**src/rtl/mem_arbiter_pkg.sv**
```systemverilog
// Shared core package: ALU op codes, memory arbiter FSM encoding and default widths.
// Imported by the core blocks so encodings stay consistent across the pipeline.
package mem_arbiter_pkg;

  localparam int unsigned DEF_ADDR_WIDTH   = 32;
  localparam int unsigned DEF_DATA_WIDTH   = 32;
  localparam int unsigned DEF_STARVE_LIMIT = 4;

  typedef enum logic [3:0] {
    ALU_ADD  = 4'd0,
    ALU_SUB  = 4'd1,
    ALU_AND  = 4'd2,
    ALU_OR   = 4'd3,
    ALU_XOR  = 4'd4,
    ALU_SLL  = 4'd5,
    ALU_SRL  = 4'd6,
    ALU_SRA  = 4'd7,
    ALU_SLT  = 4'd8,
    ALU_SLTU = 4'd9
  } alu_op_t;

  typedef enum logic [1:0] {
    IDLE    = 2'd0,
    BUSY_IF = 2'd1,
    BUSY_D  = 2'd2
  } arb_state_t;

  // Counter width able to hold 0..limit; never narrower than one bit.
  function automatic int unsigned starve_cnt_width(input int unsigned limit);
    return (limit < 32'd1) ? 32'd1 : $clog2(limit + 32'd1);
  endfunction

endpackage

```
**src/rtl/mem_arbiter.sv**
```systemverilog
// Single-port memory arbiter between instruction fetch and data access.
// Data has priority; a saturating starve counter guarantees fetch progress.
module mem_arbiter
  import mem_arbiter_pkg::*;
#(
  parameter int unsigned ADDR_WIDTH   = DEF_ADDR_WIDTH,
  parameter int unsigned DATA_WIDTH   = DEF_DATA_WIDTH,
  parameter int unsigned STARVE_LIMIT = DEF_STARVE_LIMIT
) (
  input  logic                    clk,
  input  logic                    rst,
  input  logic                    if_req_i,
  input  logic [ADDR_WIDTH-1:0]   if_addr_i,
  output logic                    if_gnt_o,
  output logic [DATA_WIDTH-1:0]   if_rdata_o,
  output logic                    if_valid_o,
  input  logic                    d_read_i,
  input  logic                    d_write_i,
  input  logic [ADDR_WIDTH-1:0]   d_addr_i,
  input  logic [DATA_WIDTH-1:0]   d_wdata_i,
  input  logic [DATA_WIDTH/8-1:0] d_be_i,
  output logic [DATA_WIDTH-1:0]   d_rdata_o,
  output logic                    d_valid_o,
  output logic                    mem_req_o,
  output logic                    mem_we_o,
  output logic [ADDR_WIDTH-1:0]   mem_addr_o,
  output logic [DATA_WIDTH-1:0]   mem_wdata_o,
  output logic [DATA_WIDTH/8-1:0] mem_be_o,
  input  logic                    mem_ack_i,
  input  logic [DATA_WIDTH-1:0]   mem_rdata_i,
  output logic                    stall_o
);

  localparam int unsigned CNT_W = starve_cnt_width(STARVE_LIMIT);
  localparam int unsigned BE_W  = DATA_WIDTH / 8;
  localparam logic [CNT_W-1:0] STARVE_MAX = CNT_W'(STARVE_LIMIT);

  arb_state_t       state_r;
  arb_state_t       state_next_s;
  logic [CNT_W-1:0] starve_r;
  logic [CNT_W-1:0] starve_next_s;
  logic             d_req_s;
  logic             grant_open_s;
  logic             fetch_wins_s;
  logic             grant_if_s;
  logic             grant_d_s;
  logic             ack_s;

  // Arbitration decision and FSM next state; no grant while a valid pulse is out
  always_comb begin
    d_req_s      = d_read_i | d_write_i;
    fetch_wins_s = if_req_i & (~d_req_s | (starve_r == STARVE_MAX));
    grant_open_s = 1'b0;
    grant_if_s   = 1'b0;
    grant_d_s    = 1'b0;
    ack_s        = 1'b0;
    state_next_s = state_r;
    case (state_r)
      IDLE: begin
        grant_open_s = ~rst & ~if_valid_o & ~d_valid_o;
        if (grant_open_s && fetch_wins_s) begin
          grant_if_s   = 1'b1;
          state_next_s = BUSY_IF;
        end else if (grant_open_s && d_req_s) begin
          grant_d_s    = 1'b1;
          state_next_s = BUSY_D;
        end else begin
          state_next_s = IDLE;
        end
      end
      BUSY_IF, BUSY_D: begin
        ack_s = mem_ack_i;
        if (mem_ack_i) begin
          state_next_s = IDLE;
        end else begin
          state_next_s = state_r;
        end
      end
      default: begin
        state_next_s = IDLE;
      end
    endcase
  end

  // Starve counter: counts data grants that bypassed a waiting fetch
  always_comb begin
    starve_next_s = starve_r;
    if (grant_if_s) begin
      starve_next_s = {CNT_W{1'b0}};
    end else if (grant_d_s) begin
      if (!if_req_i) begin
        starve_next_s = {CNT_W{1'b0}};
      end else if (starve_r == STARVE_MAX) begin
        starve_next_s = starve_r;
      end else begin
        starve_next_s = starve_r + {{(CNT_W-1){1'b0}}, 1'b1};
      end
    end else begin
      starve_next_s = starve_r;
    end
  end

  // FSM state and starve counter registers
  always_ff @(posedge clk or posedge rst) begin
    if (rst) begin
      state_r  <= IDLE;
      starve_r <= {CNT_W{1'b0}};
    end else begin
      state_r  <= state_next_s;
      starve_r <= starve_next_s;
    end
  end

  // Memory request fields held from grant to ack; completion data and valid pulses
  always_ff @(posedge clk or posedge rst) begin
    if (rst) begin
      mem_req_o   <= 1'b0;
      mem_we_o    <= 1'b0;
      mem_addr_o  <= {ADDR_WIDTH{1'b0}};
      mem_wdata_o <= {DATA_WIDTH{1'b0}};
      mem_be_o    <= {BE_W{1'b0}};
      if_rdata_o  <= {DATA_WIDTH{1'b0}};
      d_rdata_o   <= {DATA_WIDTH{1'b0}};
      if_valid_o  <= 1'b0;
      d_valid_o   <= 1'b0;
    end else begin
      if_valid_o <= 1'b0;
      d_valid_o  <= 1'b0;
      if (grant_if_s) begin
        mem_req_o   <= 1'b1;
        mem_we_o    <= 1'b0;
        mem_addr_o  <= if_addr_i;
        mem_wdata_o <= {DATA_WIDTH{1'b0}};
        mem_be_o    <= {BE_W{1'b1}};
      end else if (grant_d_s) begin
        mem_req_o   <= 1'b1;
        mem_we_o    <= d_write_i;
        mem_addr_o  <= d_addr_i;
        mem_wdata_o <= d_wdata_i;
        mem_be_o    <= d_be_i;
      end else if (ack_s) begin
        mem_req_o <= 1'b0;
        if (state_r == BUSY_IF) begin
          if_rdata_o <= mem_rdata_i;
          if_valid_o <= 1'b1;
        end else begin
          d_valid_o <= 1'b1;
          if (!mem_we_o) begin
            d_rdata_o <= mem_rdata_i;
          end
        end
      end
    end
  end

  assign if_gnt_o = grant_if_s;
  assign stall_o  = (if_req_i & ~if_valid_o) | ((d_read_i | d_write_i) & ~d_valid_o);

endmodule

```
**config.mk**
```make
export PLATFORM = sky130hd
export DESIGN_NAME = mem_arbiter
export DESIGN_NICKNAME = d
export VERILOG_FILES = /design/src/rtl/mem_arbiter_pkg.sv /design/src/rtl/mem_arbiter.sv
export SDC_FILE = /design/constraint.sdc
export NUM_CORES = 1
export LEC_CHECK = 0
export BUFFER_PORTS_ARGS = -buffer_cell sky130_fd_sc_hd__buf_2
export CORE_ASPECT_RATIO = 0.9
export CORE_UTILIZATION = 41
export DETAILED_ROUTE_END_ITERATION = 10
export GPL_ROUTABILITY_DRIVEN = 0
export HOLD_SLACK_MARGIN = 0.06
export PLACE_DENSITY = 0.74
export REMOVE_ABC_BUFFERS = 1
export SYNTH_ARGS = -nofsm -noshare
export SYNTH_HDL_FRONTEND = slang
export SYNTH_SLANG_ARGS = --single-unit
```
**constraint.sdc**
```tcl
create_clock -name clk -period 5.36 [get_ports clk]
set_input_delay 1.072 -clock clk [delete_from_list [all_inputs] [get_ports clk]]
set_output_delay 1.072 -clock clk [all_outputs]
set_load 0.05 [all_outputs]
```
== Word level (Yosys, flattened, before mapping) ==
Index checks and enable logic that the tools add are counted.

* Bits in registers: 141
* Logic and storage cells: 75

* Add/sub/neg operators: 1
* Equality and inequality tests: 5
* Mux-type cells: 33
* Bitwise gates (word level): 16
* Reductions and logical operators: 9

{| class="wikitable"
|+ Operator list
! cell !! number
|-
| 2-to-1 mux 32 bit || 4
|-
| 2-to-1 mux 1 bit || 19
|-
| 2-to-1 mux 3 bit || 4
|-
| 2-to-1 mux 4 bit || 2
|-
| NOT 1 bit || 8
|-
| 2-to-1 mux 2 bit || 3
|-
| bitwise AND 1 bit || 5
|-
| AND reduction 5 bit || 1
|-
| case mux 2 bit (2 select lines) || 1
|-
| AND reduction 4 bit || 1
|-
| adder 3 x 1 -> 3 bit (second input constant) || 1
|-
| == test 3 bit (second input constant) || 1
|-
| != test 3 bit (second input constant) || 1
|-
| OR 1 bit || 3
|-
| nonzero test 3 bit || 1
|-
| == test 2 x 1 -> 1 bit (second input constant) || 1
|-
| == test 2 bit (second input constant) || 1
|-
| logical AND 1 bit || 2
|-
| logical NOT 2 bit || 1
|-
| != test 2 bit (second input constant) || 1
|-
| AND reduction 2 bit || 1
|-
| nonzero test 2 bit || 1
|-
| OR reduction 2 bit || 1
|}

== Longest topological paths before layout ==
* Depth after elaboration: 9
* Gate-level depth with buffers: 7
* Depth with buffers taken out: 6

== Worst setup path after synthesis ==
No wires, ideal clock.

* Path kind: input to output
* Start point: in rst
* End point: out if_gnt_o
* Arrival time: 2.526 ns
* Path slack: 1.762 ns
* Stages on the path: 4
* Path through: or4b_1 -> or3_1 -> buf_2 -> inv_1

* Cells in the longest elaborated chain, start to end: 6

{| class="wikitable"
|+ Ends and longest elaborated chain
! what !! line !! RTL
|-
| from (decl) || mem_arbiter.sv:11 || <nowiki>input logic rst,</nowiki>
|-
| NOT 1 bit || mem_arbiter.sv:60 || <nowiki>grant_open_s = ~rst & ~if_valid_o & ~d_valid_o;</nowiki>
|-
| bitwise AND 1 bit (2 in series) || mem_arbiter.sv:60 ||
|-
| logical AND 1 bit || mem_arbiter.sv:61 || <nowiki>if (grant_open_s && fetch_wins_s) begin</nowiki>
|-
| 2-to-1 mux 1 bit || mem_arbiter.sv:61 ||
|-
| 2-to-1 mux 1 bit || mem_arbiter.sv:58 || <nowiki>case (state_r)</nowiki>
|-
| to (decl) || mem_arbiter.sv:14 || <nowiki>output logic if_gnt_o,</nowiki>
|}

Every way passes these cells.

== Final worst setup path ==
Same ends and word-level chain as after synthesis.

==> out/qor.txt <==
CP required - 4.29 ns
Port Buffer Count - 275
Number of H-tree levels - 4
RSZ-0062 raised after global routing - no
Routed wire per std cell - 17.7 µm
Starting density of the core - 42.4%
TritonCTS clock tree - built
Period minus WS final - 3.97 ns
Total global-route track usage - 21.1%
Routed vias - 4,464
Final ANT Viol Nets - 0
Area contributors post-synth - dfrtp_1 62%, mux2_2 12%, o221a_2 6.3%
Io pins - 276
Yosys top cell by area - dfrtp_1
Synth Area per Inst - 14.4 µm²
P_int - 3.04 mW
Synth Register Bits - 141
Layout cell share with drive strength beyond 1 - 60.4%
Mux contribution to synthesized area - 13.1%
Reg2reg path depth - 6
Post-detail-place hpwl - 10.5 mm
Row cnt - 40
Fmax - 0.252 GHz
Pwr dens - 776 mW/mm²
Arrival time worst endpoint - 2.90 ns
R2R setup slack - 2.36 ns
Die ar. - 0.0145 mm²
Worst r2r dst - if_rdata_o[14]
Die width - 127 µm
Clock root buffer master - clkbuf_16
Reg-to-reg startpoint - state_r[1]
Synth warnings - 0
Largest family of logic cells by synthesized area - compound AO/OA/AOI/OAI gates
Total of max-cap violations - 0
# nets final - 810
1st-pass router iterations - 4
Synth top area share - 61.6%
Hold WC Path Type - flop to flop
Crit. End Element - output pin
Hold WS - 0.477 ns
Synth Area in Simple Gates - 2.86%
Run status - finished clean
Mapped Cells - 397
Leak - 4.01 nW
Worst-Skew Late Latency - 0.41 ns
Die Ht - 114 µm
Final WL - 15.0 mm
First-pass GRT wire length - 23.5 mm
Overall Power - 6.02 mW
Seq/Total Area, Yosys - 61.6%
CTS Hold Buffers Added - 0
Clk pin slew, worst setup/hold paths - 0.06 ns
Multi-input logic area - 0.00202 mm²
Complex-gate fraction of the synthesized area - 18.0%
Final Skew - 0.00794 ns
Sink Count - 141
Max-slew violations - 0
Hold Fails Final Rpt - 0
Reg area - 0.00353 mm²
# diodes - 0
Post-synthesis cell type count - 35
Post_cts resized - 0
Vias/cell - 5.26
Vias in the first global route - 4,615
Clock buffer depth - 2
Switching Fraction - 49.5%
Largest net degree at the start of global routing - 105
Clk pwr share - 17.8%
NetSw - 2.98 mW
Initial antenna violation count - 0
Post-Syn Area - 0.00573 mm²
Synth Area in Adders - 0.873%
Logic pwr share - 52.4%
Total Neg Setup Slack - 0 ns
Hold Path Origin - mem_req_o
WHS Path Cells - 2
Endpoint, Worst Hold - mem_req_o
Core Box Area - 0.0135 mm²
Num CTS Buffers - 17
# DRC - 0
Relative slew slack - 19.9%
GRT Residual Overflow - 0
# setup viols final - 0
Nature of the critical path startpoint - input pin
Setup bufs post-CTS - 0
DP Worst Slack - 1.40 ns
Seq pwr share - 29.8%
Worst VDD drop - 0.000396 V
Crit Path Class - input pin to output pin
Xor/xnor share of the synthesized area - 0%
Setup WS post-layout - 1.39 ns
Least-Margin Pin Slew - 1.20 ns
Final Cycle Share - 74.1%
Area growth syn-to-layout - 35.5%
FILL cells - 1,117
CP max FO - 38
DRT iter0 DRCs - 215
-- critical path: stages --
cell,delay [ns]
buf_2,0.14
or4b_1,0.52
or3_1,0.35
buf_4,0.26
inv_1,0.24
buf_2,0.31
-- cell families after synthesis --
group / after synthesis
compound gates: 117
fa+ha+maj: 4
buf+inv: 39
flops: 141
mux: 67
simple gates: 29
-- synthesized netlist by cell type --
cell and n:
o221a_2 32, a22o_1 27, o2111ai_2 1, nand2_1 3, a31oi_1 1, dfrtp_1 141, nand3_1 15, a311oi_4 1
a2bb2oi_1 1, buf_2 1, ha_1 4, o22ai_1 2, or4b_1 1, buf_6 4, a21oi_1 6, nand2b_1 1
o211ai_1 1, o21ai_0 10, nor3_1 1, nor3b_1 1, o2111ai_4 1, or2_2 1, inv_1 10, nor4b_2 1
nor2_1 3, mux2_1 4, mux2i_1 3, clkbuf_1 17, o21ai_1 1, o32ai_1 1, buf_4 7, o21bai_1 32
nor3_2 1, mux2_2 60, or3_1 1
-- registers in the layout (all words and copies together), names as in the netlist, 2 cells and up --
name,flops
starve_r,3
if_rdata_o,32
state_r,2
mem_addr_o,32
mem_wdata_o,32
d_rdata_o,32
mem_be_o,4
-- cell type report --
cell class / instances / area share [%]
Sequential cell: 141 / 45.5
Multi-Input combinational cell: 217 / 26.0
Timing Repair Buffer: 281 / 18.3
Clock buffer: 19 / 5.71
Tap cell: 168 / 2.71
Clock inverter: 12 / 1.26
Inverter: 10 / 0.548
-- layout by cell type, fill, tap and decap left out, types with 2 or more instances in the layout --
master / count
buf_4: 6
buf_2: 275
ha_1: 4
clkinvlp_4: 2
a21oi_1: 6
o22ai_1: 2
mux2i_1: 3
clkbuf_16: 17
nor2_1: 3
mux2_1: 4
a22o_1: 27
nand2_1: 3
o21ai_0: 10
dfrtp_1: 141
o21bai_1: 32
nand3_1: 15
o2111ai_4: 2
mux2_2: 60
inv_1: 9
clkinv_2: 7
inv_6: 2
o221a_2: 32
-- power groups by stage --
stage | clock network, mW | logic (mW) | registers [mW]
2_1_floorplan | 0 | 0.725 | 3.44
3_3_place_gp | 0 | 3.12 | 1.77
3_5_place_dp | 0 | 3.17 | 1.80
4_1_cts | 1.09 | 3.18 | 1.79
5_1_grt | 1.14 | 3.29 | 1.85
6_report | 1.07 | 3.16 | 1.79
-- metrics by stage --
step | std cells | util, % | instance area [µm²]
after detailed placement | 817 | 53.4 | 7220
after global placement | 817 | 53.4 | 7220
after CTS | 848 | 57.4 | 7760
final | 848 | 57.4 | 7760
after global routing | 848 | 57.4 | 7760
after floorplan | 368 | - | 5560
-- how the worst max path moves through the flow --
stage                     from            to  slack (ns)  cells past startpoint
after global placement     rst      if_gnt_o        1.44                      6
after global routing       rst      if_gnt_o        1.30                      6
after CTS                  rst      if_gnt_o        1.40                      6
after floorplan            rst  d_rdata_o[0]        0.51                      1
after detailed placement   rst      if_gnt_o        1.40                      6
final                      rst      if_gnt_o        1.39                      6
-- layer usage --
| layer | GRT usage [%] | vias to the layer above | routed length, µm |
|---|---|---|---|
| li1 | - | 2033 | - |
| met1 | 24.8 | 2242 | 6120 |
| met2 | 36.2 | 176 | 7680 |
| met3 | 7.24 | 13 | 1020 |
| met4 | 7.63 | 0 | 181 |
| met5 | 0 | - | 0 |
Power figures use the tool's default switching activity.
